[src/rtl/sar_pkg.sv]
// Shared types and constants for the successive-approximation search controller.
package sar_pkg;

    localparam int unsigned SAR_W_DEFAULT = 4;

    typedef enum logic [1:0] {
        StIdle,
        StTest,
        StDone
    } sar_state_e;

endpackage

[src/rtl/sar_ptr.sv]
// One-hot bit pointer: loads the MSB position, then walks right one bit per shift.
module sar_ptr
    import sar_pkg::*;
#(
    parameter int unsigned W = SAR_W_DEFAULT
) (
    input  logic         clk_i,
    input  logic         rst_i,
    input  logic         load_i,
    input  logic         shift_i,
    output logic [W-1:0] ptr_o,
    output logic         is_lsb_o
);

    localparam logic [W-1:0] MsbOnly = {1'b1, {(W-1){1'b0}}};

    logic [W-1:0] ptr_q, ptr_d;

    always_comb begin
        ptr_d = ptr_q;
        if (load_i) begin
            ptr_d = MsbOnly;
        end else if (shift_i) begin
            ptr_d = ptr_q >> 1;
        end
    end

    always_ff @(posedge clk_i or posedge rst_i) begin
        if (rst_i) begin
            ptr_q <= '0;
        end else begin
            ptr_q <= ptr_d;
        end
    end

    assign ptr_o    = ptr_q;
    assign is_lsb_o = ptr_q[0];

endmodule

[src/rtl/sar_search.sv]
// Successive-approximation master: drives trial guesses into an external comparator
// and binary-searches the target from its greater/equal/smaller responses.
module sar_search
    import sar_pkg::*;
#(
    parameter int unsigned W = SAR_W_DEFAULT
) (
    input  logic         clk_i,
    input  logic         rst_i,
    input  logic         start_i,
    input  logic         g_i,
    input  logic         e_i,
    input  logic         s_i,
    output logic [W-1:0] guess_o,
    output logic         busy_o,
    output logic         done_o,
    output logic [W-1:0] result_o,
    output logic         found_o,
    output logic         err_o
);

    localparam logic [W-1:0] MsbOnly = {1'b1, {(W-1){1'b0}}};

    sar_state_e   state_q, state_d;
    logic [W-1:0] guess_q, guess_d;
    logic [W-1:0] result_q, result_d;
    logic         found_q, found_d;
    logic         err_q, err_d;

    logic [W-1:0] ptr;
    logic         is_lsb;
    logic         in_test;
    logic         accept;
    logic         one_hot;
    logic         terminal;
    logic         shift;

    assign in_test  = (state_q == StTest);
    assign accept   = start_i && (state_q == StIdle || state_q == StDone);
    assign one_hot  = (g_i && !e_i && !s_i) || (!g_i && e_i && !s_i) || (!g_i && !e_i && s_i);
    // Any bad flag pattern, an exact hit, or the last bit ends the search.
    assign terminal = !one_hot || e_i || is_lsb;
    assign shift    = in_test && !terminal;

    sar_ptr #(
        .W(W)
    ) u_ptr (
        .clk_i   (clk_i),
        .rst_i   (rst_i),
        .load_i  (accept),
        .shift_i (shift),
        .ptr_o   (ptr),
        .is_lsb_o(is_lsb)
    );

    always_ff @(posedge clk_i or posedge rst_i) begin
        if (rst_i) begin
            state_q <= StIdle;
        end else begin
            state_q <= state_d;
        end
    end

    always_comb begin
        state_d = state_q;
        unique case (state_q)
            StIdle:  if (start_i) state_d = StTest;
            StTest:  if (terminal) state_d = StDone;
            StDone:  state_d = start_i ? StTest : StIdle;
            default: state_d = StIdle;
        endcase
    end

    always_comb begin
        busy_o = (state_q == StTest);
        done_o = (state_q == StDone);
    end

    always_comb begin
        guess_d  = guess_q;
        result_d = result_q;
        found_d  = found_q;
        err_d    = err_q;
        if (accept) begin
            guess_d = MsbOnly;
            found_d = 1'b0;
            err_d   = 1'b0;
        end else if (in_test) begin
            if (!one_hot) begin
                result_d = guess_q;
                found_d  = 1'b0;
                err_d    = 1'b1;
            end else if (e_i) begin
                result_d = guess_q;
                found_d  = 1'b1;
            end else if (is_lsb) begin
                if (s_i) begin
                    result_d = guess_q & ~ptr;
                    found_d  = 1'b1;
                end else begin
                    // Target above an all-bits-resolved guess cannot happen honestly.
                    result_d = guess_q;
                    found_d  = 1'b0;
                    err_d    = 1'b1;
                end
            end else if (g_i) begin
                guess_d = guess_q | (ptr >> 1);
            end else begin
                guess_d = (guess_q & ~ptr) | (ptr >> 1);
            end
        end
    end

    always_ff @(posedge clk_i or posedge rst_i) begin
        if (rst_i) begin
            guess_q  <= '0;
            result_q <= '0;
            found_q  <= 1'b0;
            err_q    <= 1'b0;
        end else begin
            guess_q  <= guess_d;
            result_q <= result_d;
            found_q  <= found_d;
            err_q    <= err_d;
        end
    end

    assign guess_o  = guess_q;
    assign result_o = result_q;
    assign found_o  = found_q;
    assign err_o    = err_q;

endmodule

[config.mk]
export PLATFORM = sky130hd
export DESIGN_NAME = sar_search
export DESIGN_NICKNAME = d
export VERILOG_FILES = /design/src/rtl/sar_pkg.sv /design/src/rtl/sar_ptr.sv /design/src/rtl/sar_search.sv
export SDC_FILE = /design/constraint.sdc
export NUM_CORES = 1
export LEC_CHECK = 0
export CORE_MARGIN = 2
export CORE_UTILIZATION = 50
export CTS_BUF_LIST = sky130_fd_sc_hd__clkbuf_16
export DETAILED_ROUTE_END_ITERATION = 12
export DONT_BUFFER_PORTS = 1
export REMOVE_ABC_BUFFERS = 1
export SETUP_SLACK_MARGIN = 0.3
export SLEW_MARGIN = 20
export SYNTH_ARGS = -nofsm -noshare
export SYNTH_HDL_FRONTEND = slang
export SYNTH_SLANG_ARGS = --single-unit
export TNS_END_PERCENT = 1
[constraint.sdc]
create_clock -name clk_i -period 2.3 [get_ports clk_i]
set_input_delay 0.115 -clock clk_i [delete_from_list [all_inputs] [get_ports clk_i]]
set_output_delay 0.115 -clock clk_i [all_outputs]
set_load 0.02 [all_outputs]
==> qor.csv, run 1 <==
stage,metric,value,unit
sta,Final setup viols,0,
synthesis,synth unique cells,22,
setup_path,dominant delay contributor by cell family on the critical path,simple AND/OR/NAND/NOR gates,
floorplanning,Core Rows,14,
synthesis,warnings from Yosys,0,
run,count of max-cap constraint violations,0,
setup_path,crit start category,flip-flop,
setup_path,delay of the slowest cell on the worst path,0.56,ns
clocking,Resized Gates After CTS,0,
global_routing,GRT Residual Overflow,0,
outcome,status,"finished, final reports clean",
routing,Initial DRT Pass Iterations,3,
floorplanning,Die Y,42.91,um
sta,Worst Max-Slew Pin Slew,0.5986,ns
global_routing,global-route wire length before repair,2.394,mm
setup_path,arrival time at the worst endpoint,1.57,ns
floorplanning,standard cell core area,1454,um^2
routing,Avg Vias per Cell,5.800,
sta,endpoints failing hold,0,
clocking,CTS Buf Count,3,
global_routing,initial antenna violation count,0,
layout,Final Net Count,77,
clocking,CTS clock-pin slew for the worst setup and hold paths,0.05,ns
clocking,total setup buffers inserted after CTS,0,
routing,Post-route DRC,0,
routing,WL per Instance,16.15,um
setup_path,WS Path Type,flip-flop to flip-flop,
placed_design,post-DP HPWL,1.005,mm
power,"sum of internal, switching and leakage power",0.0008321,W
sta,max-slew violations,0,
clocking,Clock H-tree levels,1,
sta,RSZ-0062 raised after global routing,no,
routing,DRT Wirelength,1.373,mm
layout,ANT cells,0,
synthesis,"Cell Area, Synth",757.0,um^2
setup_path,endpoint type of the worst setup path,flip-flop,
clocking,Num Clock Sinks,16,
synthesis,"Top FF cell, synth",sky130_fd_sc_hd__dfrtp_1,
layout,Filler Cell Count,123,
synthesis,Mapped Avg Cell Area,11.47,um^2
synthesis,Cells after Synth,66,
power,pwr dens,969.4,nW/um^2
synthesis,sequential cell area fraction in the yosys report,52.89,%
layout,multi-input combinational cell area,345.3,um^2
clocking,clock tree from TritonCTS,built,
floorplanning,overall die width,42.91,um
setup_path,crit path max fanout,3,
setup_path,sequence of cells on the critical path,nand2b_1 -> or4_1 -> o211a_1,
synthesis,Async SR Flop Fraction,100.0,%
sta,post-route clock skew,0.002311,ns
hold_path,path type of the worst min-delay path,primary input to flip-flop,
layout,register cell area after layout,400.4,um^2
routing,via count,493,
clocking,maximum buffer depth of the clock tree,2,
routing,DRC violation total after the first TritonRoute iteration,2,
floorplanning,effective utilization at floorplan,52.07,%
layout,fraction of the core area covered by cells at the end of the flow,59.04,%
layout,layout overhead on the synthesized area,13.39,%
clocking,clock network latency to the later pin of the worst-skew pair,0.24,ns
power,VDD IR-drop max,0.5339,mV
floorplanning,top-level port count,18,
sta,final critical path time including I/O delays and setup,1.445,ns
layout,share of layout cells above drive strength 1,17.39,%
synthesis,synthesized flop and latch total,16,
setup_path,highest-delay cell along the critical path,sky130_fd_sc_hd__or4_1,
placed_design,number of input and output port buffers inserted,0,
global_routing,vias in the first global route,522,
power,leakage power figure,0.4072,nW
sta,remaining max-slew budget at the tightest pin,60.05,%
placed_design,gpl congestion,0.7206,
sta,final cycle utilization of the critical path,62.81,%
setup_path,required time at the endpoint of the critical path,2.43,ns
sta,Max Fclk,0.6922,GHz
routing,final antenna-violating net count,0,
clocking,Clk Tree Root Cell,sky130_fd_sc_hd__clkbuf_16,
global_routing,All-Layer GR Usage,18.07,%
global_routing,pin count of the biggest net entering global routing,17,
sta,final sum of negative setup slack,0,ns
synthesis,number of enable-type register cells in the synthesized netlist,0,
clocking,number of buffers added to fix hold violations after cts,1,
setup_path,number of buffer and inverter instances along the worst setup path,0,
floorplanning,Die Footprint,1841,um^2
layout by cell type, fill, tap and decap left out, types with 2 or more instances in the layout:
| cell type | netlist | routed |
|---|---|---|
| sky130_fd_sc_hd__and3_1 | 2 | 2 |
| sky130_fd_sc_hd__nand3_1 | 4 | 4 |
| sky130_fd_sc_hd__a21o_1 | 2 | 2 |
| sky130_fd_sc_hd__nand2b_1 | 2 | 2 |
| sky130_fd_sc_hd__dfrtp_1 | 16 | 16 |
| sky130_fd_sc_hd__o21ai_0 | 4 | 4 |
| sky130_fd_sc_hd__nand2_1 | 12 | 12 |
| sky130_fd_sc_hd__mux2_4 | 4 | 4 |
| sky130_fd_sc_hd__a21boi_0 | 4 | 4 |
| sky130_fd_sc_hd__nor2b_1 | 2 | 2 |
| sky130_fd_sc_hd__nor3b_1 | 2 | 2 |
| sky130_fd_sc_hd__inv_1 | 2 | 2 |
| sky130_fd_sc_hd__clkbuf_16 | 0 | 3 |
flip-flops by register name, summed over array words and instances (netlist names):
signal and flops:
u_ptr.ptr_o 4, found_o 1, err_o 1, result_o 4
guess_o 4, state_q 2
worst reg2reg max path, cell delays in order, from the launching register on:
cell	delay (ns)
sky130_fd_sc_hd__dfrtp_1	0.41
sky130_fd_sc_hd__nand2b_1	0.22
sky130_fd_sc_hd__or4_1	0.56
sky130_fd_sc_hd__o211a_1	0.14
metrics by stage:
stage / hold WS, ns / instance area (um^2) / std cells / worst slack (ns)
6_report: 0.09305 / 858.3 / 85 / 0.8554
5_1_grt: 0.1210 / 858.3 / 85 / 0.8116
4_1_cts: 0.09172 / 858.3 / 85 / 0.8474
3_5_place_dp: 0.1070 / 773.2 / 81 / 0.8543
3_3_place_gp: 0.1099 / 773.2 / 81 / 0.8878
2_1_floorplan: 0.02874 / 753.2 / 65 / 0.9169
worst paths after layout:
kind                                startpoint              to  slack, ns  cells past startpoint
worst min-delay path                       e_i      state_q[0]       0.09                      3
worst max register to register      state_q[1]         found_o       0.86                      3
worst max-delay path                state_q[1]         found_o       0.86                      3
min in group asynchronous                rst_i  u_ptr.ptr_o[3]       0.39                      2
worst min register to register  u_ptr.ptr_o[3]  u_ptr.ptr_o[3]       0.54                      1
max in group asynchronous                rst_i         found_o       1.52                      2
routing by layer:
layer | up-vias | share of wire, % | track usage (%)
met5 | - | 0 | 0
met4 | 0 | 1.2 | 7.500
met3 | 2 | 6.0 | 6.809
met2 | 12 | 45 | 26.36
met1 | 243 | 48 | 23.97
li1 | 236 | - | -
Yosys cell counts (2+ instances only):
cell	n	share of area [%]
sky130_fd_sc_hd__a21boi_0	4	4.0
sky130_fd_sc_hd__nor2b_1	2	1.7
sky130_fd_sc_hd__nand2b_1	2	1.7
sky130_fd_sc_hd__mux2_4	4	7.9
sky130_fd_sc_hd__a21o_1	2	2.0
sky130_fd_sc_hd__nor3b_1	2	2.0
sky130_fd_sc_hd__nand2_1	12	5.9
sky130_fd_sc_hd__and3_1	2	1.7
sky130_fd_sc_hd__inv_1	2	0.99
sky130_fd_sc_hd__dfrtp_1	16	53
sky130_fd_sc_hd__o21ai_0	4	2.6
sky130_fd_sc_hd__nand3_1	4	2.6
report_power, final:
| group | leakage [nW] | total [W] | internal, W | switching [W] |
|---|---|---|---|---|
| sequential | 0.203 | 0.000396 | 0.000324 | 0.0000718 |
| combinational | 0.168 | 0.000109 | 0.0000540 | 0.0000552 |
| clock | 0.0370 | 0.000327 | 0.000227 | 0.0000993 |
logic make-up after synthesis:
kind of cell	share of synthesized area (%)
AO/OA/AOI/OAI	12.07
XOR/XNOR	2.149
buffers and inverters	1.487
flip-flops	52.89
multiplexers	7.934
AND/OR/NAND/NOR	23.47
layout make-up:
type                    count  share of cell area [%]
repair buffers              1                   1.166
flip-flops and latches     16                   46.65
inverters                   2                  0.8746
well taps                  16                   2.332
clock buffers               3                   8.746
multi-input cells          47                   40.23
Power figures use the tool's default switching activity.
==> run 2: changes to the inputs <==
- ABC_AREA: default -> 1
- clock period: 2.3 -> 1.4 ns (I/O delays scaled with it)
==> run 2 against run 1 <==
- combinational power rose by 120%
- sequential share of layout area fell by 6.6 points
- total power rose by 73%
- register-to-register slack got worse by 0.57 ns
- maximum frequency rose by 30%
- highest routed layer unchanged
==> qor.csv, run 2 <==
stage,metric,value,unit
routing,Initial DRT Pass Iterations,4,
global_routing,initial antenna violation count,0,
routing,Met2 Routed Length,854,um
floorplanning,effective utilization at floorplan,54.11,%
sta,max-slew violations,0,
synthesis,Cells after Synth,102,
power,Cell Int Power,0.0009956,W
sta,RSZ-0062 raised after global routing,yes,
setup_path,slack of the worst reg-to-reg path,0.29,ns
floorplanning,top-level port count,18,
layout,Final Net Count,119,
global_routing,pin count of the biggest net entering global routing,17,
layout,non-filler instance count after layout,128,
setup_path,crit start category,flip-flop,
layout,Final Cell Area,1002,um^2
synthesis,post-synthesis compound-gate area fraction,9.863,%
synthesis,most numerous cell in the Yosys netlist,sky130_fd_sc_hd__nand2_1,
synthesis,"Cell Area, Synth",824.5,um^2
routing,sum of routed wire segments on met1,815,um
sta,remaining max-slew budget at the tightest pin,60.09,%
routing,WL per Instance,13.95,um
layout,share of layout cells above drive strength 1,25.89,%
placed_design,gpl congestion,0.7978,
synthesis,xor and xnor fraction of the mapped netlist area,0,%
clocking,clock tree from TritonCTS,built,
placed_design,instance area after placement,862.1,um^2
floorplanning,Core Rows,14,
synthesis,Mapped Avg Cell Area,8.084,um^2
setup_path,endpoint type of the worst setup path,flip-flop,
floorplanning,Die Footprint,1990,um^2
sta,Final setup viols,0,
clocking,CTS Buf Count,3,
routing,Post-route DRC,0,
clocking,Clock H-tree levels,1,
clocking,Clk Tree Root Cell,sky130_fd_sc_hd__clkbuf_16,
routing,DRT Wirelength,1.786,mm
synthesis,number of enable-type register cells in the synthesized netlist,0,
sta,Worst Max-Slew Pin Slew,0.5980,ns
power,VDD IR-drop max,0.7525,mV
sta,endpoints failing hold,0,
sta,final critical path time including I/O delays and setup,1.112,ns
floorplanning,standard cell core area,1524,um^2
routing,final antenna-violating net count,0,
global_routing,GRT Residual Overflow,0,
synthesis,simple-gate area share of the yosys netlist,33.69,%
synthesis,"Top FF cell, synth",sky130_fd_sc_hd__dfrtp_1,
power,Sw Share,30.89,%
floorplanning,Die Y,44.61,um
power,"sum of internal, switching and leakage power",0.001441,W
sta,Max Fclk,0.8989,GHz
power,sequential power share,44.8,%
setup_path,crit path max fanout,5,
hold_path,path type of the worst min-delay path,primary input to flip-flop,
synthesis,warnings from Yosys,0,
synthesis,area share of fa/ha/maj cells after synthesis,0,%
routing,via count,692,
sta,post-route worst hold slack,0.03422,ns
global_routing,vias in the first global route,605,
clocking,Num Clock Sinks,16,
run,count of max-cap constraint violations,0,
placed_design,Inst Count DP,120,
synthesis,post-synthesis mux area share,0,%
power,part of the power in the clock network,38.5,%
routing,routed length on met3,99,um
synthesis,main combinational cell family by area after synthesis,simple AND/OR/NAND/NOR gates,
placed_design,number of input and output port buffers inserted,0,
clocking,clock network latency to the later pin of the worst-skew pair,0.25,ns
global_routing,All-Layer GR Usage,19.56,%
global_routing,global-route wire length before repair,2.780,mm
synthesis,synth unique cells,19,
synthesis,Async SR Flop Fraction,100.0,%
synthesis,top cell type's share of synthesized area,48.56,%
synthesis,commonest cells in the synthesized netlist,"sky130_fd_sc_hd__nand2_1 (27), sky130_fd_sc_hd__dfrtp_1 (16), sky130_fd_sc_hd__inv_1 (13)",
routing,DRC violation total after the first TritonRoute iteration,16,
layout,most used cells in the layout excluding fill and tap cells,"sky130_fd_sc_hd__nand2_1 (24), sky130_fd_sc_hd__dfrtp_1 (15), sky130_fd_sc_hd__inv_1 (12)",
synthesis,sequential cell area fraction in the yosys report,48.56,%
synthesis,top area cells in the synthesized netlist,"sky130_fd_sc_hd__dfrtp_1 (49%), sky130_fd_sc_hd__nand2_1 (12%), sky130_fd_sc_hd__o21ai_0 (6.1%)",
power,pwr dens,1437,nW/um^2
setup_path,arrival time at the worst endpoint,1.25,ns
sta,final sum of negative setup slack,0,ns
clocking,maximum buffer depth of the clock tree,2,
clocking,CTS clock-pin slew for the worst setup and hold paths,0.05,ns
power,P_sw,0.0004450,W
routing,Avg Vias per Cell,5.406,
layout,ANT cells,0,
placed_design,post-DP HPWL,1.226,mm
floorplanning,overall die width,44.61,um
synthesis,synthesized flop and latch total,16,
layout,"most common cell after layout, fill and taps aside",sky130_fd_sc_hd__nand2_1,
setup_path,required time at the endpoint of the critical path,1.54,ns
sta,post-route clock skew,0.005645,ns
sta,final cycle utilization of the critical path,79.46,%
synthesis,largest area contributor in the synthesized netlist,sky130_fd_sc_hd__dfrtp_1,
setup_path,WS Path Type,flip-flop to flip-flop,
routing,uppermost layer routed,met4,
outcome,status,"finished, final reports clean",
power,leakage power figure,0.5008,nW
layout,layout overhead on the synthesized area,21.55,%
power,part of the power in combinational logic,16.7,%
run 2: cell types whose count changed after synthesis, moves of 3 or more:
cell,before,now
sky130_fd_sc_hd__inv_1,2,13
sky130_fd_sc_hd__mux2_4,4,0
sky130_fd_sc_hd__nand2_1,12,27
sky130_fd_sc_hd__nand3_1,4,7
sky130_fd_sc_hd__inv_2,0,3
sky130_fd_sc_hd__a21boi_0,4,0
sky130_fd_sc_hd__nor2_1,1,5
sky130_fd_sc_hd__a21oi_1,0,3
sky130_fd_sc_hd__o21ai_0,4,10
sky130_fd_sc_hd__nand4_1,0,4
run 2: final cells by class:
type | instances | area, um^2
fill | 134 | 521.8
sequential | 16 | 401.6
multi-input combinational | 69 | 377.9
clock buffer | 3 | 75.07
inverter | 16 | 65.06
timing repair buffer | 7 | 58.81
tap | 16 | 20.02
clock inverter | 1 | 3.754
run 2: final timing paths:
path,start,to,cells past startpoint
min reg2reg,u_ptr.ptr_o[3],u_ptr.ptr_o[3],2
max,state_q[0],found_o,7
max reg2reg,state_q[0],found_o,7
max in group asynchronous,rst_i,state_q[0],2
min in group asynchronous,rst_i,result_o[0],2
min,g_i,guess_o[3],3
run 2: repair_timing:
item                                   in CTS  in global routing
endpoints found under the hold margin      16                  0
setup endpoints to repair                  14                 14
buffers inserted                            0                  3
resized for setup                           2                 11
pin swaps                                   1                  4
hold buffers                                1                  0
run 2: metrics by stage:
step / utilization (%) / setup slack (ns)
after global placement: 56.57 / 0.2444
after detailed placement: 56.57 / 0.2232
after CTS: 62.73 / 0.2647
final: 65.76 / 0.2875
after global routing: 65.76 / 0.2017
after floorplan: - / 0.2445
run 2: metal layers:
metal	track usage, %	vias to the layer above
met5	0	-
met4	7.273	0
met3	4.898	2
met2	29.57	29
met1	26.85	309
li1	-	352
run 2: logic make-up (layout without fill, tap and decap cells):
group	after synthesis	count (layout)
simple gates	53	53
buf+inv	17	27
compound gates	16	16
flops	16	16
run 2: critical path, stage by stage (launching register included):
cell and delay [ns]:
sky130_fd_sc_hd__dfrtp_2 0.43, sky130_fd_sc_hd__nor2_4 0.18, sky130_fd_sc_hd__buf_6 0.14, sky130_fd_sc_hd__nor2_2 0.04, sky130_fd_sc_hd__nand3_2 0.07, sky130_fd_sc_hd__nand2_1 0.05, sky130_fd_sc_hd__nand2_1 0.05, sky130_fd_sc_hd__nand2_1 0.05
run 2: power by group through the flow:
stage	Combinational, W	Clock, W	Sequential, W
floorplan	0.000168	0	0.000638
global placement	0.000210	0	0.000651
detailed placement	0.000212	0	0.000653
CTS	0.000219	0.000562	0.000647
global route	0.000274	0.000584	0.000653
finish	0.000240	0.000555	0.000645
==> run 3: changes to the inputs <==
- ABC_AREA: 1 -> 0
- PLACE_DENSITY: default -> 0.68
- clock period: 1.4 -> 1.01 ns (I/O delays scaled with it)
==> run 3 against run 2 <==
- the run now ends with negative setup slack left
- via count is 17% lower
- critical endpoint is now result_o[2]
- highest routed layer unchanged
- non-clock buffer count up 14
- first-iteration DRC count decreased by 56%
- routed wire length is 9.0% lower
- count of clock-buffer cells in the layout unchanged
- hold slack gained 0.078 ns
- combinational power is 140% higher
- largest power group unchanged
- setup slack got worse by 0.64 ns
==> qor.csv, run 3 (synthesis results as in run 1) <==
stage,metric,value,unit
setup_path,endpoint type of the worst setup path,flip-flop,
setup_path,arrival time at the worst endpoint,1.49,ns
floorplanning,Die Y,42.91,um
sta,max-slew violations,0,
routing,Post-route DRC,0,
clocking,Clock H-tree levels,1,
global_routing,vias in the first global route,607,
sta,endpoints failing hold,0,
routing,Avg Vias per Cell,5.476,
power,P_sw,0.0005882,W
layout,share of layout cells above drive strength 1,42.70,%
sta,final cycle utilization of the critical path,134.9,%
sta,remaining max-slew budget at the tightest pin,63.35,%
setup_path,crit path max fanout,5,
power,pwr dens,2003,nW/um^2
global_routing,GRT Residual Overflow,0,
placed_design,number of input and output port buffers inserted,0,
outcome,status,finished with violations,
sta,post-route worst hold slack,0.1125,ns
clocking,maximum buffer depth of the clock tree,2,
run,count of max-cap constraint violations,0,
floorplanning,Core Rows,14,
placed_design,gpl congestion,0.7868,
power,leakage power figure,0.5259,nW
sta,RSZ-0062 raised after global routing,yes,
setup_path,required time at the endpoint of the critical path,1.14,ns
setup_path,launch point of the worst reg-to-reg path,state_q[1],
layout,most used cells in the layout excluding fill and tap cells,"sky130_fd_sc_hd__dfrtp_1 (16), sky130_fd_sc_hd__nand2_1 (11), sky130_fd_sc_hd__buf_4 (10)",
setup_path,WS Path Type,flip-flop to flip-flop,
layout,ANT cells,0,
power,sequential power share,38.5,%
power,VDD IR-drop max,1.469,mV
power,Cell Int Power,0.001574,W
layout,multi-input combinational cell area,367.9,um^2
floorplanning,top-level port count,18,
routing,DRT Wirelength,1.625,mm
routing,via count,575,
layout,layout overhead on the synthesized area,42.65,%
clocking,Num Clock Sinks,16,
layout,Filler Cell Count,106,
global_routing,All-Layer GR Usage,20.84,%
layout,Final Net Count,97,
routing,final antenna-violating net count,0,
power,part of the power in combinational logic,26.7,%
clocking,clock network latency to the later pin of the worst-skew pair,0.25,ns
outcome,violations in the final reports,negative setup slack,
power,"sum of internal, switching and leakage power",0.002163,W
power,part of the power in the clock network,34.8,%
setup_path,crit start category,flip-flop,
hold_path,origin of the worst min-delay path,start_i,
clocking,CTS clock-pin slew for the worst setup and hold paths,0.05,ns
layout,register cell area after layout,400.4,um^2
layout,"most common cell after layout, fill and taps aside",sky130_fd_sc_hd__dfrtp_1,
global_routing,global-route wire length before repair,2.746,mm
sta,Final setup viols,18,
routing,DRC violation total after the first TritonRoute iteration,7,
global_routing,pin count of the biggest net entering global routing,17,
floorplanning,standard cell core area,1454,um^2
layout,fraction of the core area covered by cells at the end of the flow,74.27,%
global_routing,initial antenna violation count,0,
power,Sw Share,27.20,%
hold_path,path type of the worst min-delay path,primary input to flip-flop,
clocking,Clk Tree Root Cell,sky130_fd_sc_hd__clkbuf_16,
floorplanning,effective utilization at floorplan,52.07,%
sta,post-route clock skew,0.002648,ns
sta,Max Fclk,0.7340,GHz
routing,Initial DRT Pass Iterations,4,
placed_design,post-DP HPWL,1.144,mm
floorplanning,Die Footprint,1841,um^2
setup_path,CP Launch Point,state_q[1],
sta,final critical path time including I/O delays and setup,1.362,ns
clocking,CTS Buf Count,3,
sta,Worst Max-Slew Pin Slew,0.5486,ns
routing,WL per Instance,15.48,um
sta,smallest setup slack after layout,-0.3524,ns
floorplanning,overall die width,42.91,um
clocking,clock tree from TritonCTS,built,
-- run 3: changes by cell type in the layout (fill, tap and decap cells not counted), moves of 3 or more --
cell                       previous run  this run
sky130_fd_sc_hd__a21boi_0             0         4
sky130_fd_sc_hd__o21ai_0              9         1
sky130_fd_sc_hd__buf_6                1         9
sky130_fd_sc_hd__inv_2                3         0
sky130_fd_sc_hd__nand3_2              3         0
sky130_fd_sc_hd__a21oi_1              3         0
sky130_fd_sc_hd__nand4_1              4         0
sky130_fd_sc_hd__mux2_4               0         4
sky130_fd_sc_hd__nand2_1             24        11
sky130_fd_sc_hd__inv_1               12         1
sky130_fd_sc_hd__nor2_1               4         1
sky130_fd_sc_hd__buf_4                5        10
sky130_fd_sc_hd__nand2_2              5         1
-- run 3: what timing repair did --
item	CTS	global route
setup endpoints to repair	28	28
hold buffers	1	0
setup buffers	1	0
gates cloned	0	0
gates resized for setup	19	2
hold endpoints to repair	16	0
pin swaps	2	1
-- run 3: area by class of cell --
type	count	share of cell area [%]
multi-input combinational	47	34.07
clock buffer	3	6.952
sequential	16	37.08
timing repair buffer	21	19.12
inverter	2	0.9270
tap	16	1.854
-- run 3: path summary, 6_finish.rpt --
kind                             endpoint  slack (ns)  cells past startpoint
setup / recovery              result_o[2]       -0.35                      4
hold / removal             u_ptr.ptr_o[3]        0.11                      2
setup reg to reg              result_o[2]       -0.35                      4
hold reg to reg               result_o[1]        0.53                      1
max in group asynchronous      guess_o[3]        0.57                      3
min in group asynchronous         found_o        0.26                      3
-- run 3: critical path, stage by stage (launching register included) --
cell and delay, ns:
sky130_fd_sc_hd__dfrtp_1 0.39, sky130_fd_sc_hd__nand2b_4 0.17, sky130_fd_sc_hd__buf_12 0.13, sky130_fd_sc_hd__a21oi_4 0.22, sky130_fd_sc_hd__mux2_4 0.33
-- run 3: through the flow --
step                      TNS [ns]  worst slack (ns)  instances  instance area (um^2)
after floorplan             -2.686           -0.3731         65                 753.2
after global placement      -3.476           -0.3394        100                 915.9
after detailed placement    -4.014           -0.4105        100                 915.9
after CTS                   -4.295           -0.3121        105                  1072
after global routing        -5.058           -0.3741        105                  1080
final                       -4.171           -0.3524        105                  1080
-- run 3: power groups by stage --
stage          registers (W)  logic [W]  clock network, W
5_1_grt             0.000843   0.000612          0.000789
3_5_place_dp        0.000826   0.000485                 0
3_3_place_gp        0.000820   0.000478                 0
6_report            0.000832   0.000578          0.000753
2_1_floorplan       0.000892   0.000214                 0
4_1_cts             0.000831   0.000576          0.000764
-- run 3: routing by layer --
metal	share of wire (%)	global-route usage [%]	wire [um]	vias up
li1	-	-	-	274
met1	44	24.52	716	278
met2	47	32.42	762	16
met3	5.3	6.809	86	7
met4	3.6	13.13	59	0
met5	0	0	0	-
